==> config.mk <==
export PLATFORM = sky130hd
export DESIGN_NAME = lcd_timing_gen_param
export DESIGN_NICKNAME = d
export VERILOG_FILES = /design/src/rtl/lcd_timing_gen_param.sv
export SDC_FILE = /design/constraint.sdc
export NUM_CORES = 1
export LEC_CHECK = 0
export ABC_CLOCK_PERIOD_IN_PS = 6600
export CAP_MARGIN = 25
export CORE_MARGIN = 2
export CORE_UTILIZATION = 30
export CTS_CLUSTER_DIAMETER = 50
export DETAILED_ROUTE_END_ITERATION = 10
export MAX_ROUTING_LAYER = met4
export PLACE_DENSITY = 0.6
export RECOVER_POWER = 50
export REMOVE_ABC_BUFFERS = 1
export SYNTH_ARGS = -nofsm -noshare
export SYNTH_HDL_FRONTEND = slang
export SYNTH_SLANG_ARGS = --single-unit
export TNS_END_PERCENT = 1
==> constraint.sdc <==
create_clock -name iClk -period 6.6 [get_ports iClk]
set_clock_uncertainty 0.1 [all_clocks]
set_input_delay 0.66 -clock iClk [delete_from_list [all_inputs] [get_ports iClk]]
set_output_delay 0.66 -clock iClk [all_outputs]
set_load 0.02 [all_outputs]
==> src/rtl/lcd_timing_gen_param.sv <==
// Parametrised LCD timing generator with framebuffer read-out.
// Sync/DE/RGB share one RD_LAT+2 tick latency from the stage-0 counters to the pins.
module lcd_timing_gen_param #(
   parameter int H_SYNC = 41,
   parameter int H_BP   = 2,
   parameter int H_ACT  = 480,
   parameter int H_FP   = 2,
   parameter int V_SYNC = 10,
   parameter int V_BP   = 2,
   parameter int V_ACT  = 272,
   parameter int V_FP   = 1,
   parameter int HS_POL = 1,
   parameter int VS_POL = 1,
   parameter int RD_LAT = 1,
   parameter int ADDR_W = 17
) (
   input  logic              iClk,
   input  logic              iRst,
   input  logic              iEnClk,
   input  logic              iMode,
   input  logic [ADDR_W-1:0] iBaseAddr,
   input  logic              iBlank,
   input  logic [15:0]       iRamRdData,
   output logic [ADDR_W-1:0] oRamRdAddr,
   output logic              oLcdHSync,
   output logic              oLcdVSync,
   output logic              oLcdDe,
   output logic [4:0]        oLcdR,
   output logic [5:0]        oLcdG,
   output logic [4:0]        oLcdB,
   output logic              oFrameStart
);

   localparam logic [11:0] H_TOT  = 12'(H_SYNC + H_BP + H_ACT + H_FP);
   localparam logic [11:0] V_TOT  = 12'(V_SYNC + V_BP + V_ACT + V_FP);
   localparam logic [11:0] H_SE   = 12'(H_SYNC);
   localparam logic [11:0] V_SE   = 12'(V_SYNC);
   localparam logic [11:0] H_A0   = 12'(H_SYNC + H_BP);
   localparam logic [11:0] H_A1   = 12'(H_SYNC + H_BP + H_ACT);
   localparam logic [11:0] V_A0   = 12'(V_SYNC + V_BP);
   localparam logic [11:0] V_A1   = 12'(V_SYNC + V_BP + V_ACT);
   localparam logic        HS_ON  = 1'(HS_POL);
   localparam logic        VS_ON  = 1'(VS_POL);

   typedef struct packed {
      logic hs;
      logic vs;
      logic act;
      logic bsel;
      logic blank;
      logic mode;
   } side_t;

   logic [11:0]       h_q, h_d, v_q, v_d;
   logic              mode_q, mode_d;
   logic [ADDR_W-1:0] ptr_q, ptr_d, addr_q, addr_d;
   side_t [RD_LAT:0]  side_q, side_d;
   logic              hs_q, hs_d, vs_q, vs_d, de_q, de_d;
   logic [4:0]        r_q, r_d, b_q, b_d;
   logic [5:0]        g_q, g_d;

   logic              fs, mode_cur, act0;
   logic [ADDR_W-1:0] ptr_cur;
   side_t             s0, sl;
   logic [7:0]        gray;

   always_comb begin
      fs       = iEnClk && !iRst && (h_q == 12'd0) && (v_q == 12'd0);
      // Frame-start tick uses the fresh mode/base so the very first pixel is correct.
      mode_cur = fs ? iMode : mode_q;
      ptr_cur  = fs ? iBaseAddr : ptr_q;
      act0     = (h_q >= H_A0) && (h_q < H_A1) && (v_q >= V_A0) && (v_q < V_A1);

      s0.hs    = h_q < H_SE;
      s0.vs    = v_q < V_SE;
      s0.act   = act0;
      s0.bsel  = h_q[0] ^ H_A0[0];
      s0.blank = iBlank;
      s0.mode  = mode_cur;

      sl   = side_q[RD_LAT];
      gray = sl.bsel ? iRamRdData[15:8] : iRamRdData[7:0];

      h_d    = h_q;
      v_d    = v_q;
      mode_d = mode_q;
      ptr_d  = ptr_q;
      addr_d = addr_q;
      side_d = side_q;
      hs_d   = hs_q;
      vs_d   = vs_q;
      de_d   = de_q;
      r_d    = r_q;
      g_d    = g_q;
      b_d    = b_q;

      if (iEnClk) begin
         if (h_q == H_TOT - 12'd1) begin
            h_d = 12'd0;
            v_d = (v_q == V_TOT - 12'd1) ? 12'd0 : v_q + 12'd1;
         end else begin
            h_d = h_q + 12'd1;
         end

         mode_d = mode_cur;
         ptr_d  = ptr_cur;
         if (act0) begin
            addr_d = ptr_cur;
            if (!mode_cur || s0.bsel) ptr_d = ptr_cur + ADDR_W'(1);
         end

         side_d[0] = s0;
         for (int i = 1; i <= RD_LAT; i++) side_d[i] = side_q[i-1];

         hs_d = sl.hs ? HS_ON : ~HS_ON;
         vs_d = sl.vs ? VS_ON : ~VS_ON;
         de_d = sl.act;
         r_d  = 5'd0;
         g_d  = 6'd0;
         b_d  = 5'd0;
         if (sl.act && !sl.blank) begin
            if (sl.mode) begin
               r_d = gray[7:3];
               g_d = gray[7:2];
               b_d = gray[7:3];
            end else begin
               r_d = iRamRdData[15:11];
               g_d = iRamRdData[10:5];
               b_d = iRamRdData[4:0];
            end
         end
      end
   end

   always_ff @(posedge iClk) begin
      if (iRst) begin
         h_q    <= 12'd0;
         v_q    <= 12'd0;
         mode_q <= 1'b0;
         ptr_q  <= '0;
         addr_q <= '0;
         side_q <= '0;
         hs_q   <= ~HS_ON;
         vs_q   <= ~VS_ON;
         de_q   <= 1'b0;
         r_q    <= 5'd0;
         g_q    <= 6'd0;
         b_q    <= 5'd0;
      end else begin
         h_q    <= h_d;
         v_q    <= v_d;
         mode_q <= mode_d;
         ptr_q  <= ptr_d;
         addr_q <= addr_d;
         side_q <= side_d;
         hs_q   <= hs_d;
         vs_q   <= vs_d;
         de_q   <= de_d;
         r_q    <= r_d;
         g_q    <= g_d;
         b_q    <= b_d;
      end
   end

   assign oRamRdAddr  = addr_q;
   assign oLcdHSync   = hs_q;
   assign oLcdVSync   = vs_q;
   assign oLcdDe      = de_q;
   assign oLcdR       = r_q;
   assign oLcdG       = g_q;
   assign oLcdB       = b_q;
   assign oFrameStart = fs;

endmodule

* After elaboration in Yosys (flattened, before gate mapping)
Index checks and enable logic that the tools add are counted.
** Word-level totals
- Flip-flop bits (word level) :: 89
- Bits of input ports :: 38
- Output and inout port bits :: 37
- Logic and storage cells :: 64
** Operators by class
- $add $sub $neg :: 3
- $lt $le $gt $ge :: 6
- Equal/unequal tests :: 2
- Multiplexer cells :: 15
- Bitwise operators :: 1
- Reductions and logical operators :: 15
** Operators by type and width (number)
- 17-bit 2-to-1 mux :: 3
- 12-bit by 1-bit adder with 12-bit output (second input constant) :: 2
- 12-bit logical NOT :: 2
- 12-bit 2-to-1 mux :: 2
- 5-bit 2-to-1 mux :: 4
- 17-bit by 1-bit adder with 17-bit output (second input constant) :: 1
- 12-bit by 10-bit equality test with 1-bit output (second input constant) :: 1
- 12-bit by 9-bit equality test with 1-bit output (second input constant) :: 1
- 12-bit by 4-bit >= comparator with 1-bit output (second input constant) :: 1
- 12-bit by 6-bit >= comparator with 1-bit output (second input constant) :: 1
- 12-bit by 10-bit less-than comparator with 1-bit output (second input constant) :: 1
- 12-bit by 4-bit less-than comparator with 1-bit output (second input constant) :: 1
- 12-bit by 6-bit less-than comparator with 1-bit output (second input constant) :: 1
- 12-bit by 9-bit less-than comparator with 1-bit output (second input constant) :: 1
- 6-bit 2-to-1 mux :: 2
- 8-bit 2-to-1 mux :: 1
- 1-bit logical AND :: 7
- 2-bit AND reduction :: 2
- 1-bit logical NOT :: 3
- 1-bit 2-to-1 mux :: 3
- 1-bit logical OR :: 1
- 1-bit NOT :: 1

* Logic depth before layout (Yosys ltp)
- Word-level depth :: 9
- Gate-level depth with buffers :: 15
- Depth with buffers taken out :: 12

* Least setup slack after synthesis
No wires, ideal clock.
- Path kind :: input -> register
- Start :: in iEnClk
- End :: reg ptr_q[14]
- Setup time :: 0.122 ns
- Arrival time :: 3.811 ns
- Required time :: 6.378 ns
- Slack :: 2.567 ns
- Stages on the path :: 13
- Path buffers :: 3
- Cell sequence :: clkbuf_1 nand2_1 or2_1 clkbuf_1 nor3_2 clkbuf_1 mux2i_1 inv_1 ha_1 o21ai_1 a2111oi_1 a211oi_1 a311o_1
** On the way
- Elaborated cells on any way between the ends :: 10
- Those cells by class :: add/sub (1); mux (4); reduce/logical (5)
** RTL lines
- start, declared :: RTL line 19 : input logic iEnClk,
- 1-bit logical AND (3 in series) :: RTL line 68 : fs = iEnClk && !iRst && (h_q == 12'd0) && (v_q == 12'd0);
- 17-bit 2-to-1 mux :: RTL line 71 : ptr_cur = fs ? iBaseAddr : ptr_q;
- named net ptr_cur[0] :: RTL line 63 : logic [ADDR_W-1:0] ptr_cur;
- 17-bit by 1-bit adder with 17-bit output :: RTL line 109 : if (!mode_cur || s0.bsel) ptr_d = ptr_cur + ADDR_W'(1);
- 17-bit 2-to-1 mux :: RTL line 109
- 17-bit 2-to-1 mux :: RTL line 107 : if (act0) begin
- end signal, assigned :: RTL line 153 : ptr_q <= ptr_d;
- end, declared :: RTL line 56 : logic [ADDR_W-1:0] ptr_q, ptr_d, addr_q, addr_d;
The timed path passes the listed nets, and every way through them passes these cells.
A chain may end at the register's enable or synchronous reset.

* Final worst setup path
- Start :: in iEnClk
- End :: reg addr_q[12], in the netlist oRamRdAddr[12]
** On the way
- Longest elaborated chain between the ends :: 4
- Elaborated cells on any way between the ends :: 5
- Those cells by class :: mux (1); reduce/logical (4)
** Ends and longest elaborated chain
- 1-bit logical AND (3 in series) :: RTL line 68
- 17-bit 2-to-1 mux :: RTL line 71
- end signal, assigned :: RTL line 154 : addr_q <= addr_d;
- end, declared :: RTL line 56
Several ways; a longest one is shown, not always the timed one.

==> impl_metrics.ini <==
[clock_tree]
cts_root_buf = clkbuf_16
hold_buffers = 0
clkSinkCount = 89
cts_buffers = 9
tritoncts = done
cts_resized = 0
cts_max_level = 3
clock_tree.buffer_depth = 2
insertion_delay_ns = 0.34
clkTransAtPathRegs_ns = 0.06
postCtsSetupBuffers = 0

[outcome]
violations = max-capacitance violations, max-slew violations
status = finished with violations

[synthesis]
synth-xor-area-share_pct = 3.908
avgSynthCellArea_um2 = 8.208
yosys-top-cells-area = dfxtp_1 (40%), mux2i_1 (7.6%), nor2_1 (5.9%), nand2_1 (5.6%), a21oi_1 (3.8%)
synth_cell_types = 57
syn_inst = 546
yosysSeqAreaShare_pct = 39.75
yosysTopAreaCellShare_pct = 39.75
netlist_area_um2 = 4482
synth_edf_count = 0
yosys.area_share.simple_pct = 24.46
async_flop_share_pct = 0
synth_top_family_by_area = simple AND/OR/NAND/NOR gates
yosysTopAreaCell = dfxtp_1
yosysWarnings = 0
synth_fa_ha_area_share_pct = 1.396
synth-main-ff-cell = dfxtp_1
synth-seq-cells = 89
synth_compound_area_share_pct = 17.48
synth_mux_area_share_pct = 9.101

[power_and_ir_drop]
p_sw_w = 0.0002894
report.power.total_w = 0.001187
p_leak_nw = 2.179
pwr-share-seq_pct = 47.5
pwr-share-comb_pct = 9.7
internal_power_w = 0.0008975
netSwitchingFraction_pct = 24.38
ir_drop_v = 0.0001471
power.share.clock_pct = 42.8
power.density_nw_per_um2 = 209.3

[setup_path]
start_kind = input pin
rr_worst_depth = 11
arrival_ns = 5.19
regToRegSetupSlack_ns = 2.13
crit_fanout = 34
worstSetupEndpointType = flip-flop
critPathKind = input pin to flip-flop
crit_end = oRamRdAddr[12]$_SDFFE_PP0P_
reg2reg_from = h_q[5]$_SDFFE_PP0P_
cp.required_ns = 6.74
r2r_end = ptr_q[14]$_SDFFE_PP0P_
cp-startpoint = iEnClk

[finish]
syn_to_final_growth_pct = 26.55
mostFrequentLayoutCell = dfxtp_1
drive_gt1_share_pct = 6.404
most-common-layout-cells = dfxtp_1 (89), nor2_1 (70), nand2_1 (67), dlygate4sd3_1 (37), clkdlybuf4s50_1 (36)
finalNetCount = 647
antenna_cells = 0

[drt]
antenna_left = 0
via_per_inst = 5.337
wl_per_cell_um = 15.07
via_count = 4232
initialDrtViolationCount = 355
drt-pass1-iter-count = 4
routed_wl_um = 11950
route.detailed.drc = 0

[sta]
tns_ns = 0
rsz0062_at_grt = no
final_hold_viol_count = 0
period_share_pct = 76.49
post-route-min-period_ns = 5.048
tightest_slew_ns = 1.948
relSlewSlack_pct = -29.86
max_freq_mhz = 198.1
worst_slack_ns = 1.552
slew_violations = 35
setup_violations = 0

[global_route]
grt_pass1_wl_um = 19640
grt_use_total_pct = 15.35
antenna_found_initial = 0
grt.overflow.total = 0
grt_pass1_vias = 4004
grt_max_degree = 65

[placed_design]
portBuffers = 74
dp_hpwl_um = 8429
place_congestion = 0.8847
place_ws_ns = 1.859

[die]
die_y_um = 126.2
start_util_pct = 30.72
row_count = 44
die_width_um = 126.2
io_pins = 75
dieArea_um2 = 15930
core_area_um2 = 14590

[worst_hold_path]
hold_path.class = flip-flop to flip-flop

[job]
max-cap-violations = 1
sequential cells by signal, indices dropped and copies added, names as in the netlist:
name        cells
h_q            12
oLcdB           5
oLcdDe          1
oLcdG           6
oLcdHSync       1
oLcdR           5
oLcdVSync       1
oRamRdAddr     17
ptr_q          17
side_q         12
v_q            12
area by class of cell:
class | instances | area, µm²
Sequential cell | 89 | 1782
Inverter | 13 | 48.80
Tap cell | 184 | 230.2
Clock inverter | 3 | 22.52
Timing Repair Buffer | 80 | 773.2
Fill cell | 1442 | 8917
Clock buffer | 13 | 280.3
Multi-Input combinational cell | 411 | 2535
logic make-up (layout without fill, tap and decap cells):
kind of cell | count (synthesis) | in the layout
AND/OR/NAND/NOR | 231 | 231
AO/OA/AOI/OAI | 115 | 115
flip-flops | 89 | 89
buffers and inverters | 46 | 109
multiplexers | 40 | 40
XOR/XNOR | 20 | 20
adder cells (fa/ha/maj) | 5 | 5
layer usage:
| metal | up-vias | routed length [µm] | track usage [%] |
|---|---|---|---|
| li1 | 2074 | - | - |
| met1 | 2040 | 5686 | 19.53 |
| met2 | 104 | 5587 | 24.41 |
| met3 | 14 | 481 | 2.974 |
| met4 | 0 | 193 | 5.301 |
| met5 | - | 0 | - |
Yosys cell counts, types with 2 or more instances:
| master | instances |
|---|---|
| a211oi_1 | 10 |
| a21boi_0 | 3 |
| a21o_1 | 2 |
| a21oi_1 | 34 |
| a311o_1 | 4 |
| a311oi_1 | 11 |
| a31oi_1 | 8 |
| and3_1 | 13 |
| and4_1 | 2 |
| buf_1 | 3 |
| buf_2 | 2 |
| clkbuf_1 | 28 |
| dfxtp_1 | 89 |
| ha_1 | 5 |
| inv_1 | 12 |
| mux2_2 | 6 |
| mux2i_1 | 34 |
| nand2_1 | 67 |
| nand2b_1 | 6 |
| nand3_1 | 23 |
| nand3b_1 | 2 |
| nand4_1 | 10 |
| nor2_1 | 71 |
| nor3_1 | 9 |
| nor4_1 | 10 |
| o21a_1 | 4 |
| o21ai_0 | 21 |
| o41ai_1 | 2 |
| or3_1 | 7 |
| or4_1 | 2 |
| or4_4 | 2 |
| xnor2_1 | 6 |
| xor2_1 | 14 |
through the flow:
stage / area (µm²) / hold WS [ns] / cells / utilization [%]
floorplan: 4355 / 0.3345 / 513 / -
global placement: 5369 / 0.3525 / 776 / 36.80
detailed placement: 5369 / 0.3567 / 776 / 36.80
CTS: 5672 / 0.3655 / 792 / 38.88
global route: 5672 / 0.3835 / 793 / 38.88
finish: 5672 / 0.3578 / 793 / 38.88
critical path, stage by stage:
cell and delay [ns]:
dlygate4sd3_1 0.58, clkbuf_1 1.40, inv_1 0.88, buf_4 0.46, nor2_2 0.49, buf_4 0.34, nor2_1 0.07, a311oi_1 0.24
power by group through the flow:
stage | logic [W] | registers (W) | clock network [W]
global route | 0.000127 | 0.000565 | 0.000537
floorplan | 0.0000587 | 0.000571 | 0
finish | 0.000116 | 0.000563 | 0.000508
detailed placement | 0.000115 | 0.000575 | 0
CTS | 0.000115 | 0.000563 | 0.000520
global placement | 0.000113 | 0.000574 | 0
how the worst min path moves through the flow:
stage	start	to	slack, ns	cells past startpoint
3_3_place_gp	oLcdB[1]$_SDFFE_PP0P_	oLcdB[1]$_SDFFE_PP0P_	0.35	2
4_1_cts	oLcdB[1]$_SDFFE_PP0P_	oLcdB[1]$_SDFFE_PP0P_	0.37	2
3_5_place_dp	oLcdB[1]$_SDFFE_PP0P_	oLcdB[1]$_SDFFE_PP0P_	0.36	2
6_report	oLcdB[1]$_SDFFE_PP0P_	oLcdB[1]$_SDFFE_PP0P_	0.36	2
2_1_floorplan	side_q[4]$_SDFFE_PP0P_	side_q[4]$_SDFFE_PP0P_	0.33	2
5_1_grt	oLcdG[4]$_SDFFE_PP0P_	oLcdG[4]$_SDFFE_PP0P_	0.38	2
Power figures use the tool's default switching activity.
